## src/rtl/alu_pkg.sv

```systemverilog
// Shared ALU definitions: select codes, status flag bundle, skid buffer states.
package alu_pkg;

  typedef enum logic [2:0] {
    ALU_ADD = 3'b000,
    ALU_SUB = 3'b001,
    ALU_AND = 3'b010,
    ALU_OR  = 3'b011,
    ALU_XOR = 3'b100,
    ALU_NOT = 3'b101,
    ALU_SHL = 3'b110,
    ALU_SHR = 3'b111
  } alu_sel_e;

  typedef struct packed {
    logic carry;
    logic zero;
    logic neg;
    logic ovf;
  } alu_flags_t;

  typedef enum logic [1:0] {
    SKID_EMPTY = 2'd0,
    SKID_ONE   = 2'd1,
    SKID_TWO   = 2'd2
  } skid_state_e;

endpackage

```

## src/rtl/alu_result_stage_if.sv

```systemverilog
// Upstream (ALU transaction) and downstream (writeback) handshake bundle.
interface alu_result_stage_if #(
  parameter int unsigned WIDTH = 4
);
  logic             in_valid;
  logic             in_ready;
  logic [WIDTH-1:0] in_a;
  logic [WIDTH-1:0] in_b;
  logic [2:0]       in_sel;
  logic [WIDTH-1:0] alu_out;
  logic             carry_out;
  logic             out_valid;
  logic             out_ready;
  logic [WIDTH-1:0] out_result;
  logic [2:0]       out_sel;
  logic             out_carry;
  logic             out_zero;
  logic             out_neg;
  logic             out_ovf;

  modport master (
    output in_valid, in_a, in_b, in_sel, alu_out, carry_out, out_ready,
    input  in_ready, out_valid, out_result, out_sel, out_carry, out_zero,
           out_neg, out_ovf
  );

  modport slave (
    input  in_valid, in_a, in_b, in_sel, alu_out, carry_out, out_ready,
    output in_ready, out_valid, out_result, out_sel, out_carry, out_zero,
           out_neg, out_ovf
  );
endinterface

```

## src/rtl/alu_skid_buf.sv

```systemverilog
// Generic 2-entry valid/ready skid buffer with registered outputs.
module alu_skid_buf
  import alu_pkg::*;
#(
  parameter int unsigned DATA_WIDTH = 8
) (
  input  logic                  clk,
  input  logic                  rst_n,
  input  logic                  in_valid,
  output logic                  in_ready,
  input  logic [DATA_WIDTH-1:0] in_data,
  output logic                  out_valid,
  input  logic                  out_ready,
  output logic [DATA_WIDTH-1:0] out_data
);

  skid_state_e           state, state_next;
  logic [DATA_WIDTH-1:0] skid_data;
  logic                  in_fire, out_fire;
  logic                  load_out, load_skid, skid_to_out;

  // Both handshake outputs decode the state register only, so in_ready
  // never depends combinationally on out_ready.
  assign in_ready  = (state != SKID_TWO);
  assign out_valid = (state != SKID_EMPTY);
  assign in_fire   = in_valid & in_ready;
  assign out_fire  = out_valid & out_ready;

  // Next-state and register-load decisions
  always_comb begin
    state_next  = state;
    load_out    = 1'b0;
    load_skid   = 1'b0;
    skid_to_out = 1'b0;
    unique case (state)
      SKID_EMPTY: begin
        if (in_fire) begin
          load_out   = 1'b1;
          state_next = SKID_ONE;
        end
      end
      SKID_ONE: begin
        if (in_fire && out_fire) begin
          load_out = 1'b1;
        end else if (in_fire) begin
          load_skid  = 1'b1;
          state_next = SKID_TWO;
        end else if (out_fire) begin
          state_next = SKID_EMPTY;
        end
      end
      SKID_TWO: begin
        if (out_fire) begin
          skid_to_out = 1'b1;
          state_next  = SKID_ONE;
        end
      end
      default: state_next = SKID_EMPTY;
    endcase
  end

  // State and data registers
  always_ff @(posedge clk) begin
    if (!rst_n) begin
      state     <= SKID_EMPTY;
      out_data  <= '0;
      skid_data <= '0;
    end else begin
      state <= state_next;
      if (load_out) begin
        out_data <= in_data;
      end else if (skid_to_out) begin
        out_data <= skid_data;
      end
      if (load_skid) begin
        skid_data <= in_data;
      end
    end
  end

endmodule

```

## src/rtl/alu_result_stage.sv

```systemverilog
// Registered result stage behind the ALU: flag derivation, skid buffering,
// saturating carry-event counter.
module alu_result_stage
  import alu_pkg::*;
#(
  parameter int unsigned WIDTH     = 4,
  parameter int unsigned CNT_WIDTH = 8,
  parameter logic [2:0]  SEL_ADD   = ALU_ADD,
  parameter logic [2:0]  SEL_SUB   = ALU_SUB
) (
  input  logic                 clk,
  input  logic                 rst_n,
  alu_result_stage_if.slave    bus,
  input  logic                 clr_count,
  output logic [CNT_WIDTH-1:0] carry_count
);

  localparam int unsigned PAYLOAD_W = WIDTH + 3 + $bits(alu_flags_t);

  alu_flags_t             flags_in, flags_out;
  logic [PAYLOAD_W-1:0]   payload_in, payload_out;
  logic                   msb_a, msb_b, msb_r;
  logic                   count_hit;

  assign msb_a = bus.in_a[WIDTH-1];
  assign msb_b = bus.in_b[WIDTH-1];
  assign msb_r = bus.alu_out[WIDTH-1];

  // Status flags derived from the live ALU transaction at capture time
  always_comb begin
    flags_in       = '0;
    flags_in.carry = bus.carry_out;
    flags_in.zero  = (bus.alu_out == '0);
    flags_in.neg   = msb_r;
    if (bus.in_sel == SEL_ADD) begin
      flags_in.ovf = (msb_a == msb_b) && (msb_r != msb_a);
    end else if (bus.in_sel == SEL_SUB) begin
      flags_in.ovf = (msb_a != msb_b) && (msb_r != msb_a);
    end
  end

  assign payload_in = {bus.alu_out, bus.in_sel, flags_in};

  alu_skid_buf #(
    .DATA_WIDTH(PAYLOAD_W)
  ) u_skid (
    .clk       (clk),
    .rst_n     (rst_n),
    .in_valid  (bus.in_valid),
    .in_ready  (bus.in_ready),
    .in_data   (payload_in),
    .out_valid (bus.out_valid),
    .out_ready (bus.out_ready),
    .out_data  (payload_out)
  );

  assign {bus.out_result, bus.out_sel, flags_out} = payload_out;
  assign bus.out_carry = flags_out.carry;
  assign bus.out_zero  = flags_out.zero;
  assign bus.out_neg   = flags_out.neg;
  assign bus.out_ovf   = flags_out.ovf;

  assign count_hit = bus.in_valid & bus.in_ready & bus.carry_out;

  // Saturating carry-event counter; a clear coinciding with a counted
  // transfer leaves exactly that one event counted.
  always_ff @(posedge clk) begin
    if (!rst_n) begin
      carry_count <= '0;
    end else if (clr_count) begin
      carry_count <= count_hit ? CNT_WIDTH'(1) : '0;
    end else if (count_hit && (carry_count != '1)) begin
      carry_count <= carry_count + CNT_WIDTH'(1);
    end
  end

endmodule

```

## src/flat_wrapper.sv

```systemverilog
// flat-port wrapper written by rule: the top's interface ports become plain ports
module alu_result_stage_flat import alu_pkg::*;
#(
  parameter int unsigned WIDTH     = 4,
  parameter int unsigned CNT_WIDTH = 8,
  parameter logic [2:0]  SEL_ADD   = ALU_ADD,
  parameter logic [2:0]  SEL_SUB   = ALU_SUB
)
  (clk, rst_n, clr_count, carry_count, bus_in_valid, bus_in_a, bus_in_b, bus_in_sel, bus_alu_out, bus_carry_out, bus_out_ready, bus_in_ready, bus_out_valid, bus_out_result, bus_out_sel, bus_out_carry, bus_out_zero, bus_out_neg, bus_out_ovf);
  alu_result_stage_if #(.WIDTH(WIDTH)) bus_i ();
  input  logic clk;
  input  logic rst_n;
  input  logic clr_count;
  output logic [CNT_WIDTH-1:0] carry_count;
  input wire logic [$bits(bus_i.in_valid)-1:0] bus_in_valid;
  input wire logic [$bits(bus_i.in_a)-1:0] bus_in_a;
  input wire logic [$bits(bus_i.in_b)-1:0] bus_in_b;
  input wire logic [$bits(bus_i.in_sel)-1:0] bus_in_sel;
  input wire logic [$bits(bus_i.alu_out)-1:0] bus_alu_out;
  input wire logic [$bits(bus_i.carry_out)-1:0] bus_carry_out;
  input wire logic [$bits(bus_i.out_ready)-1:0] bus_out_ready;
  output wire logic [$bits(bus_i.in_ready)-1:0] bus_in_ready;
  output wire logic [$bits(bus_i.out_valid)-1:0] bus_out_valid;
  output wire logic [$bits(bus_i.out_result)-1:0] bus_out_result;
  output wire logic [$bits(bus_i.out_sel)-1:0] bus_out_sel;
  output wire logic [$bits(bus_i.out_carry)-1:0] bus_out_carry;
  output wire logic [$bits(bus_i.out_zero)-1:0] bus_out_zero;
  output wire logic [$bits(bus_i.out_neg)-1:0] bus_out_neg;
  output wire logic [$bits(bus_i.out_ovf)-1:0] bus_out_ovf;
  assign bus_i.in_valid = bus_in_valid;
  assign bus_i.in_a = bus_in_a;
  assign bus_i.in_b = bus_in_b;
  assign bus_i.in_sel = bus_in_sel;
  assign bus_i.alu_out = bus_alu_out;
  assign bus_i.carry_out = bus_carry_out;
  assign bus_i.out_ready = bus_out_ready;
  assign bus_in_ready = bus_i.in_ready;
  assign bus_out_valid = bus_i.out_valid;
  assign bus_out_result = bus_i.out_result;
  assign bus_out_sel = bus_i.out_sel;
  assign bus_out_carry = bus_i.out_carry;
  assign bus_out_zero = bus_i.out_zero;
  assign bus_out_neg = bus_i.out_neg;
  assign bus_out_ovf = bus_i.out_ovf;
  alu_result_stage #(.WIDTH(WIDTH), .CNT_WIDTH(CNT_WIDTH), .SEL_ADD(SEL_ADD), .SEL_SUB(SEL_SUB)) u_core (.clk(clk), .rst_n(rst_n), .bus(bus_i), .clr_count(clr_count), .carry_count(carry_count));
endmodule
```

## config.mk

```make
export PLATFORM = sky130hd
export DESIGN_NAME = alu_result_stage_flat
export DESIGN_NICKNAME = d
export VERILOG_FILES = /design/src/rtl/alu_pkg.sv /design/src/rtl/alu_result_stage_if.sv /design/src/rtl/alu_skid_buf.sv /design/src/rtl/alu_result_stage.sv /design/src/flat_wrapper.sv
export SDC_FILE = /design/constraint.sdc
export NUM_CORES = 1
export LEC_CHECK = 0
export CAP_MARGIN = 10
export CORE_ASPECT_RATIO = 0.8
export CORE_UTILIZATION = 37
export DETAILED_ROUTE_END_ITERATION = 16
export HOLD_SLACK_MARGIN = 0.08
export PLACE_DENSITY = 0.66
export SETUP_SLACK_MARGIN = 0.15
export SYNTH_ARGS = -nofsm -noshare
export SYNTH_HDL_FRONTEND = slang
export SYNTH_SLANG_ARGS = --single-unit
```

## constraint.sdc

```tcl
create_clock -name clk -period 4.8 [get_ports clk]
set_clock_uncertainty 0.15 [all_clocks]
set_input_delay 0.48 -clock clk [delete_from_list [all_inputs] [get_ports clk]]
set_output_delay 0.48 -clock clk [all_outputs]
set_load 0.02 [all_outputs]
```

==> impl_metrics.env, run 1 <==
export IMPL_outcome="complete, no violations"
export IMPL_p_sw_share_pct=24.9
export IMPL_r2r_slack_ns=2.90
export IMPL_place_hpwl_um=2540
export IMPL_min_period_over_period_pct=50.1
export IMPL_gr_usage_all_layers_pct=19.9
export IMPL_syn_area_sq_mm=0.00138
export IMPL_ctsHoldBuffers=0
export IMPL_reg2reg_to="u_core.carry_count[5]$_SDFFE_PN0P_"
export IMPL_synth_top_area_cell="dfxtp_1"
export IMPL_yosysTopAreaCellShare_pct=43.4
export IMPL_period_minus_slack_ns=2.41
export IMPL_slew_viol_final=0
export IMPL_worst_path_buf_inv=1
export IMPL_die_w_um=70.4
export IMPL_yosys_top_cells_area="dfxtp_1, nand2_1, a21oi_1"
export IMPL_grt_pass1_vias=1387
export IMPL_worst_pin_slew_ns=0.710
export IMPL_synthDistinctLibCells=31
export IMPL_clockPowerShare_pct=40.3
export IMPL_antenna_left=0
export IMPL_rsz0062_at_grt="false"
export IMPL_fmax_ghz=0.416
export IMPL_postCtsSetupBuffers=0
export IMPL_pwr_share_comb_pct=14.6
export IMPL_nets=232
export IMPL_dp_slack_ns=2.13
export IMPL_leakage_uw=0.000633
export IMPL_synth_edf_count=0
export IMPL_final_cell_mix="clkdlybuf4s50_1, nand2_1, dfxtp_1, a21oi_1"
export IMPL_dr_pass1_iters=4
export IMPL_r2r_start="u_core.u_skid.state[1]$_SDFFE_PN0P_"
export IMPL_fillers=320
export IMPL_synth_avg_cell_area_sq_um=7.95
export IMPL_worst_ep_arrival_time_ns=2.43
export IMPL_num_rows=19
export IMPL_clk_pin_slew_worst_paths_ns=0.06
export IMPL_worst_setup_path_type="in2reg"
export IMPL_antennaDiodeCount=0
export IMPL_cts_made_buffers=5
export IMPL_power_switching_uw=147
export IMPL_cp_depth=5
export IMPL_crit_end="u_core.u_skid.out_data[0]$_SDFFE_PN0P_"
export IMPL_hold_class="reg2reg"
export IMPL_synth_ff_type="dfxtp_1"
export IMPL_cpPeakStageDelay_ns=0.86
export IMPL_cts_tree="yes"
export IMPL_yosysSeqAreaShare_pct=43.4
export IMPL_p_total_uw=592
export IMPL_relSlewSlack_pct=52.6
export IMPL_drive_above_1_share_pct=6.16
export IMPL_crit_slowest_cell="clkdlybuf4s50_1"
export IMPL_worstPathCellList="clkdlybuf4s50_1, nand3b_1, mux2_2, o21ai_0, a21oi_1"
export IMPL_mappedNetlistNets=196
export IMPL_overflow=0
export IMPL_synthCells=174
export IMPL_yosys_warnings=0
export IMPL_die_h_um=56.7
export IMPL_dr_total_vias=1439
export IMPL_register_area_sq_um=601
export IMPL_p_seq_share_pct=45.1
export IMPL_cts_max_level=2
export IMPL_drv_cap=0
export IMPL_antenna_found_initial=0
export IMPL_finalSetupViolCount=0
export IMPL_cts_sinks=30
export IMPL_r2r_cells=5
export IMPL_worst_slack_ns=2.39
export IMPL_syn2layout_area_growth_pct=35.4
export IMPL_critical_path_max_fanout=15
export IMPL_clockBufferDepth=2
export IMPL_hold_viol=0
export IMPL_routed_wl_um=3700
export IMPL_io_pins=42
export IMPL_drc=0
export IMPL_portBuffers=35
export IMPL_viasPerCell=5.69
export IMPL_async_flop_share_pct=0
export IMPL_wl_per_cell_um=14.6
export IMPL_cp_data_required_time_ns=4.82
export IMPL_root_buffer="clkbuf_8"
export IMPL_die_area_sq_mm=0.00399
export IMPL_critPathLaunch="bus_out_ready"
export IMPL_end_kind="flop"
export IMPL_final_common_cell="clkdlybuf4s50_1"
export IMPL_placeableCoreArea_sq_mm=0.00349
export IMPL_p_int_uw=445
export IMPL_setup_tns_ns=0
export IMPL_grt_max_degree=23
export IMPL_cp_top_family="buffers and inverters"
export IMPL_gp_congestion=0.749
export IMPL_cts_resized=0
export IMPL_multiInputGateArea_sq_um=742
export IMPL_drt_initial_drc_count=111
export IMPL_setup_worst_path_start_class="input pin"
export IMPL_p_per_area_mw_per_mm2=316
export IMPL_ys_ff_latch=30
export IMPL_start_util_pct=39.6
export IMPL_vdd_drop_max_uv=198
export IMPL_hold_path_cell_count=2
export IMPL_worstSkewPairLatency_ns=0.28
export IMPL_grt_pass1_wl_um=6130
stage by stage:
step / utilization, % / instances / hold slack (ns) / area [sq um]
floorplan: - / 174 / 0.287 / 1380
detailed placement: 50.5 / 245 / 0.300 / 1760
finish: 53.6 / 253 / 0.309 / 1870
global route: 53.6 / 253 / 0.336 / 1870
CTS: 53.6 / 253 / 0.309 / 1870
global placement: 50.5 / 245 / 0.292 / 1760
worst min-delay path, delay by kind of cell (launching register included):
| family | cells | cell delay [ns] |
|---|---|---|
| AOI/OAI and AO/OA | 1 | 0.05 |
| DFF | 1 | 0.31 |
| and+or+nand+nor | 1 | 0.05 |
kinds of logic (layout without fill, tap and decap cells):
group	count (synthesis)	in the layout	share of synthesized area [%]
xor+xnor	1	1	0.633
mux	3	3	2.26
flops	30	30	43.4
simple gates	89	89	30.8
fa+ha+maj	1	1	0.904
compound gates	40	40	19.0
buf+inv	10	47	2.98
registers in the layout, indices dropped and copies added, names as in the netlist:
signal,flops
u_core.u_skid.skid_data,10
u_core.u_skid.state,2
u_core.u_skid.out_data,10
u_core.carry_count,8
cells in the mapped netlist (all sizes together), types with 4 or more instances:
| cell type | number |
|---|---|
| nor2 | 15 |
| o31ai | 4 |
| clkbuf | 6 |
| nand2 | 34 |
| o21ai | 4 |
| a21oi | 17 |
| nor2b | 6 |
| or3 | 4 |
| dfxtp | 30 |
| nand3 | 15 |
| a311oi | 9 |
cell type report:
type	instances	area share, %
multi-input combinational	134	39.6
timing repair buffer	36	19.1
tap	42	2.80
clock buffer	8	5.87
inverter	3	0.601
sequential	30	32.0
how the worst min path moves through the flow:
stage / slack (ns) / from / end
after global routing: 0.34 / u_core.u_skid.skid_data[4]$_SDFFE_PN0P_ / u_core.u_skid.skid_data[4]$_SDFFE_PN0P_
final: 0.31 / u_core.u_skid.skid_data[1]$_SDFFE_PN0P_ / u_core.u_skid.skid_data[1]$_SDFFE_PN0P_
after detailed placement: 0.30 / u_core.u_skid.skid_data[7]$_SDFFE_PN0P_ / u_core.u_skid.skid_data[7]$_SDFFE_PN0P_
after CTS: 0.31 / u_core.u_skid.skid_data[1]$_SDFFE_PN0P_ / u_core.u_skid.skid_data[1]$_SDFFE_PN0P_
after floorplan: 0.29 / u_core.u_skid.skid_data[1]$_SDFFE_PN0P_ / u_core.u_skid.skid_data[1]$_SDFFE_PN0P_
after global placement: 0.29 / u_core.u_skid.skid_data[5]$_SDFFE_PN0P_ / u_core.u_skid.skid_data[5]$_SDFFE_PN0P_
per-layer routing:
metal	share of wire (%)	GRT usage, %	vias to the layer above
met1	46	25.2	693
li1	-	-	703
met2	47	30.1	41
met3	6.1	6.82	2
met4	0.57	9.43	0
met5	0	0	-
power groups by stage:
stage          logic [uW]  clock network [uW]  registers, uW
2_1_floorplan        35.5                   0            281
3_3_place_gp         84.4                   0            272
3_5_place_dp         86.1                   0            272
4_1_cts              86.7                 243            267
5_1_grt              93.6                 259            268
6_report             86.5                 239            267
Power figures use the tool's default switching activity.
==> inputs of run 2 (changes only) <==
==> constraint.sdc (replaced) <==
create_clock -name clk -period 2.3 [get_ports clk]
set_clock_uncertainty 0.15 [all_clocks]
set_input_delay 0.23 -clock clk [delete_from_list [all_inputs] [get_ports clk]]
set_output_delay 0.23 -clock clk [all_outputs]
set_load 0.02 [all_outputs]
==> run 2 against run 1 <==
  * Power increased by 92%
  * Sequential share of layout area shrank 0.36 points
  * Wire length is 0.73% lower
  * Non-clock buffer count rose by 7
  * Via count increased by 0.90%
  * Critical endpoint is now bus_in_ready
==> impl_metrics.env, run 2 (synthesis results as in run 1) <==
export IMPL_placeableCoreArea_sq_mm=0.00349
export IMPL_end_kind="output pin"
export IMPL_place_area_sq_mm=0.00182
export IMPL_syn2layout_area_growth_pct=37.0
export IMPL_worst_setup_path_type="reg2out"
export IMPL_dr_total_vias=1452
export IMPL_cpPeakStageDelay_ns=0.54
export IMPL_start_util_pct=39.6
export IMPL_wl_per_cell_um=14.2
export IMPL_die_w_um=70.4
export IMPL_io_pins=42
export IMPL_setup_worst_path_start_class="flop"
export IMPL_fin_area_sq_mm=0.00190
export IMPL_grt_pass1_vias=1393
export IMPL_gp_congestion=0.822
export IMPL_num_rows=19
export IMPL_slew_viol_final=0
export IMPL_root_buffer="clkbuf_8"
export IMPL_postLayoutCoreUtil_pct=54.2
export IMPL_relSlewSlack_pct=71.4
export IMPL_reg_top3="u_core.u_skid.out_data (10), u_core.u_skid.skid_data (10), u_core.carry_count (8)"
export IMPL_antennaDiodeCount=0
export IMPL_hold_viol=0
export IMPL_portBuffers=35
export IMPL_hold_class="reg2reg"
export IMPL_antenna_left=0
export IMPL_postCtsSetupBuffers=0
export IMPL_worst_pin_slew_ns=0.427
export IMPL_setup_tns_ns=0
export IMPL_final_common_cell="clkdlybuf4s50_1"
export IMPL_die_h_um=56.7
export IMPL_cts_made_buffers=5
export IMPL_cts_max_level=2
export IMPL_worstSkewPairLatency_ns=0.28
export IMPL_p_per_area_mw_per_mm2=600
export IMPL_grt_max_degree=21
export IMPL_worst_ep_arrival_time_ns=1.59
export IMPL_drc=0
export IMPL_drive_above_1_share_pct=8.29
export IMPL_worst_slack_ns=0.327
export IMPL_viasPerCell=5.61
export IMPL_vdd_drop_max_uv=266
export IMPL_critical_path_max_fanout=7
export IMPL_fmax_ghz=0.507
export IMPL_cp_data_required_time_ns=1.92
export IMPL_cts_sinks=30
export IMPL_die_area_sq_mm=0.00399
export IMPL_worstPathCellList="nor2b_2, inv_1, clkdlybuf4s50_1"
export IMPL_finalSetupViolCount=0
export IMPL_place_hpwl_um=2660
export IMPL_clk_pin_slew_worst_paths_ns=0.06
export IMPL_drv_cap=0
export IMPL_drt_initial_drc_count=77
export IMPL_nets=239
export IMPL_r2r_slack_ns=0.53
export IMPL_period_minus_slack_ns=1.97
export IMPL_antenna_found_initial=0
export IMPL_min_period_over_period_pct=85.8
export IMPL_grt_pass1_wl_um=6130
export IMPL_final_cell_mix="clkdlybuf4s50_1, nand2_1, dfxtp_1, a21oi_1"
export IMPL_leakage_uw=0.000648
export IMPL_dp_slack_ns=0.218
export IMPL_dr_pass1_iters=4
export IMPL_outcome="complete, no violations"
export IMPL_routed_wl_um=3680
export IMPL_rsz0062_at_grt="false"
export IMPL_cts_tree="yes"
export IMPL_clockBufferDepth=2
export IMPL_crit_slowest_cell="clkdlybuf4s50_1"
export IMPL_gr_usage_all_layers_pct=19.6
export IMPL_overflow=0
export IMPL_p_total_uw=1140
==> run 2: path summary, 6_finish.rpt <==
check | startpoint | to | cells after the start
worst min-delay path | u_core.u_skid.skid_data[2]$_SDFFE_PN0P_ | u_core.u_skid.skid_data[2]$_SDFFE_PN0P_ | 2
worst max-delay path | u_core.u_skid.state[1]$_SDFFE_PN0P_ | bus_in_ready | 3
worst min register to register | u_core.u_skid.skid_data[2]$_SDFFE_PN0P_ | u_core.u_skid.skid_data[2]$_SDFFE_PN0P_ | 2
worst max register to register | u_core.u_skid.state[1]$_SDFFE_PN0P_ | u_core.carry_count[3]$_SDFFE_PN0P_ | 4
==> run 2: power breakdown <==
part           total (uW)  switching [uW]  internal [uW]
clock network         392             185            208
registers             557            14.6            542
logic                 188            96.8           90.7
==> run 2: critical path: cells and delay by family, from the launching register on <==
family        cells  cell delay (ns)
flops             1             0.42
buf+inv           2             0.64
simple gates      1             0.25
==> run 2: repair_timing <==
action,4_1_cts,5_1_grt
hold buffers,0,0
resized for setup,0,1
setup endpoints to repair,0,1
==> run 2: final cells by class <==
class / count / area [sq um]
inverters: 3 / 11.3
well taps: 42 / 52.6
multi-input cells: 134 / 744
repair buffers: 43 / 410
fillers: 325 / 1600
clock buffers: 7 / 76.3
flip-flops and latches: 30 / 601
==> run 2: routing by layer <==
layer / share of wire, % / wire length [um] / global-route usage [%] / up-vias
li1: - / - / - / 717
met1: 45 / 1660 / 24.0 / 691
met2: 48 / 1770 / 31.4 / 40
met3: 5.5 / 201 / 5.75 / 4
met4: 1.0 / 38 / 9.71 / 0
met5: 0 / 0 / 0 / -
==> run 2: per-stage QoR <==
stage / hold slack (ns) / std cells
final: 0.306 / 259
after global routing: 0.330 / 259
after CTS: 0.308 / 259
after detailed placement: 0.299 / 252
after global placement: 0.292 / 252
after floorplan: 0.198 / 174
==> inputs of run 3 (changes only) <==
--- a/config.mk
+++ b/config.mk
@@ -7,11 +7,13 @@
 export LEC_CHECK = 0
 export CAP_MARGIN = 10
 export CORE_ASPECT_RATIO = 0.8
+export CORE_MARGIN = 1.5
 export CORE_UTILIZATION = 37
 export DETAILED_ROUTE_END_ITERATION = 16
 export HOLD_SLACK_MARGIN = 0.08
 export PLACE_DENSITY = 0.66
 export SETUP_SLACK_MARGIN = 0.15
+export SKIP_CTS_REPAIR_TIMING = 1
 export SYNTH_ARGS = -nofsm -noshare
 export SYNTH_HDL_FRONTEND = slang
 export SYNTH_SLANG_ARGS = --single-unit
==> run 3 against run 2 <==
  * Power grew 2.8%
  * First-iteration DRC count increased by 45%
  * Cell count is 0.77% lower
  * Maximum frequency fell by 0.98%
  * Non-clock buffer count is 3 lower
  * Sequential share of layout area rose by 0.13 points
  * Wire length decreased by 3.9%
  * Final area is 0.40% lower
==> impl_metrics.env, run 3 (synthesis results as in run 1) <==
export IMPL_outcome="complete, no violations"
export IMPL_reg_top3="u_core.u_skid.out_data (10), u_core.u_skid.skid_data (10), u_core.carry_count (8)"
export IMPL_root_buffer="clkbuf_8"
export IMPL_cts_sinks=30
export IMPL_r2r_slack_ns=0.54
export IMPL_hold_viol=0
export IMPL_grt_pass1_vias=1354
export IMPL_p_sw_share_pct=25.6
export IMPL_end_kind="output pin"
export IMPL_clockBufferDepth=2
export IMPL_drt_initial_drc_count=112
export IMPL_antennaDiodeCount=0
export IMPL_gp_congestion=0.879
export IMPL_antenna_found_initial=0
export IMPL_relSlewSlack_pct=53.8
export IMPL_clk_pin_slew_worst_paths_ns=0.06
export IMPL_period_minus_slack_ns=1.99
export IMPL_placeableCoreArea_sq_mm=0.00349
export IMPL_worst_ep_arrival_time_ns=1.61
export IMPL_pwr_share_comb_pct=15.7
export IMPL_start_util_pct=39.6
export IMPL_cts_made_buffers=5
export IMPL_worst_pin_slew_ns=0.692
export IMPL_die_w_um=71.4
export IMPL_drv_cap=0
export IMPL_gr_usage_all_layers_pct=18.7
export IMPL_power_switching_uw=299
export IMPL_worst_setup_path_type="reg2out"
export IMPL_grt_pass1_wl_um=6010
export IMPL_io_pins=42
export IMPL_viasPerCell=5.48
export IMPL_cts_max_level=2
export IMPL_clockPowerShare_pct=36.6
export IMPL_slew_viol_final=0
export IMPL_hold_class="reg2reg"
export IMPL_hold_slack_ns=0.313
export IMPL_routed_wl_um=3530
export IMPL_num_rows=19
export IMPL_overflow=0
export IMPL_leakage_uw=0.000643
export IMPL_p_int_uw=870
export IMPL_dr_pass1_iters=5
export IMPL_antenna_left=0
export IMPL_die_h_um=57.7
export IMPL_min_period_over_period_pct=86.6
export IMPL_p_seq_share_pct=47.7
export IMPL_die_area_sq_mm=0.00412
export IMPL_cp_data_required_time_ns=1.92
export IMPL_fmax_ghz=0.502
export IMPL_critical_path_max_fanout=7
export IMPL_wl_per_cell_um=13.7
export IMPL_vdd_drop_max_uv=391
export IMPL_reg2reg_to="u_core.carry_count[5]$_SDFFE_PN0P_"
export IMPL_finalSetupViolCount=0
export IMPL_worstHoldStart="u_core.u_skid.skid_data[9]$_SDFFE_PN0P_"
export IMPL_syn2layout_area_growth_pct=36.4
export IMPL_place_hpwl_um=2570
export IMPL_fillers=325
export IMPL_rsz0062_at_grt="false"
export IMPL_holdPathEnd="u_core.u_skid.skid_data[9]$_SDFFE_PN0P_"
export IMPL_register_area_sq_um=601
export IMPL_dr_total_vias=1408
export IMPL_setup_tns_ns=0
export IMPL_drc=0
export IMPL_grt_max_degree=23
export IMPL_place_area_sq_mm=0.00179
export IMPL_portBuffers=35
export IMPL_final_common_cell="clkdlybuf4s50_1"
export IMPL_setup_worst_path_start_class="flop"
export IMPL_worstSkewPairLatency_ns=0.27
export IMPL_cts_tree="yes"
export IMPL_drive_above_1_share_pct=7.91
export IMPL_r2r_start="u_core.u_skid.state[1]$_SDFFE_PN0P_"
export IMPL_fin_area_sq_mm=0.00189
export IMPL_hold_path_cell_count=2
export IMPL_p_per_area_mw_per_mm2=619
export IMPL_multiInputGateArea_sq_um=744
export IMPL_final_cell_mix="clkdlybuf4s50_1, nand2_1, dfxtp_1, a21oi_1"
export IMPL_nets=236
export IMPL_r2r_cells=4
-- run 3: worst max-delay path by stage --
stage / startpoint / endpoint / slack, ns
after global routing: u_core.u_skid.state[1]$_SDFFE_PN0P_ / bus_in_ready / 0.20
after detailed placement: bus_in_valid / u_core.carry_count[5]$_SDFFE_PN0P_ / 0.15
after global placement: bus_in_valid / u_core.carry_count[5]$_SDFFE_PN0P_ / 0.20
after CTS: u_core.u_skid.state[1]$_SDFFE_PN0P_ / bus_in_ready / 0.20
after floorplan: u_core.carry_count[4]$_SDFFE_PN0P_ / u_core.carry_count[4]$_SDFFE_PN0P_ / 0.66
final: u_core.u_skid.state[1]$_SDFFE_PN0P_ / bus_in_ready / 0.31
-- run 3: area by class of cell --
class	count	share of cell area (%)
clock buffers	7	4.57
clock inverters	1	0.265
flip-flops and latches	30	31.8
repair buffers	40	20.5
well taps	42	2.78
multi-input cells	134	39.4
inverters	3	0.596
-- run 3: stage by stage --
stage	worst slack, ns	power (uW)	util [%]	std cells
floorplan	0.660	660	-	174
global placement	0.199	746	51.3	249
detailed placement	0.150	750	51.3	249
CTS	0.196	1180	54.0	257
global route	0.200	1220	54.0	257
finish	0.308	1170	54.0	257
-- run 3: routing by layer --
metal | wire length [um] | up-vias | track usage, %
li1 | - | 708 | -
met1 | 1720 | 648 | 24.5
met2 | 1550 | 48 | 29.0
met3 | 225 | 4 | 5.22
met4 | 34 | 0 | 8.09
met5 | 0 | - | 0
-- run 3: power by group through the flow --
stage,combinational (uW),sequential (uW),clock [uW]
detailed placement,181,569,0
finish,183,557,428
floorplan,74.0,586,0
global placement,179,567,0
CTS,183,557,438
global route,201,560,461
-- run 3: critical path, stage by stage, from the launching register on --
cell	delay (ns)
dfxtp_1	0.42
nor2b_2	0.26
inv_1	0.11
clkdlybuf4s50_1	0.55
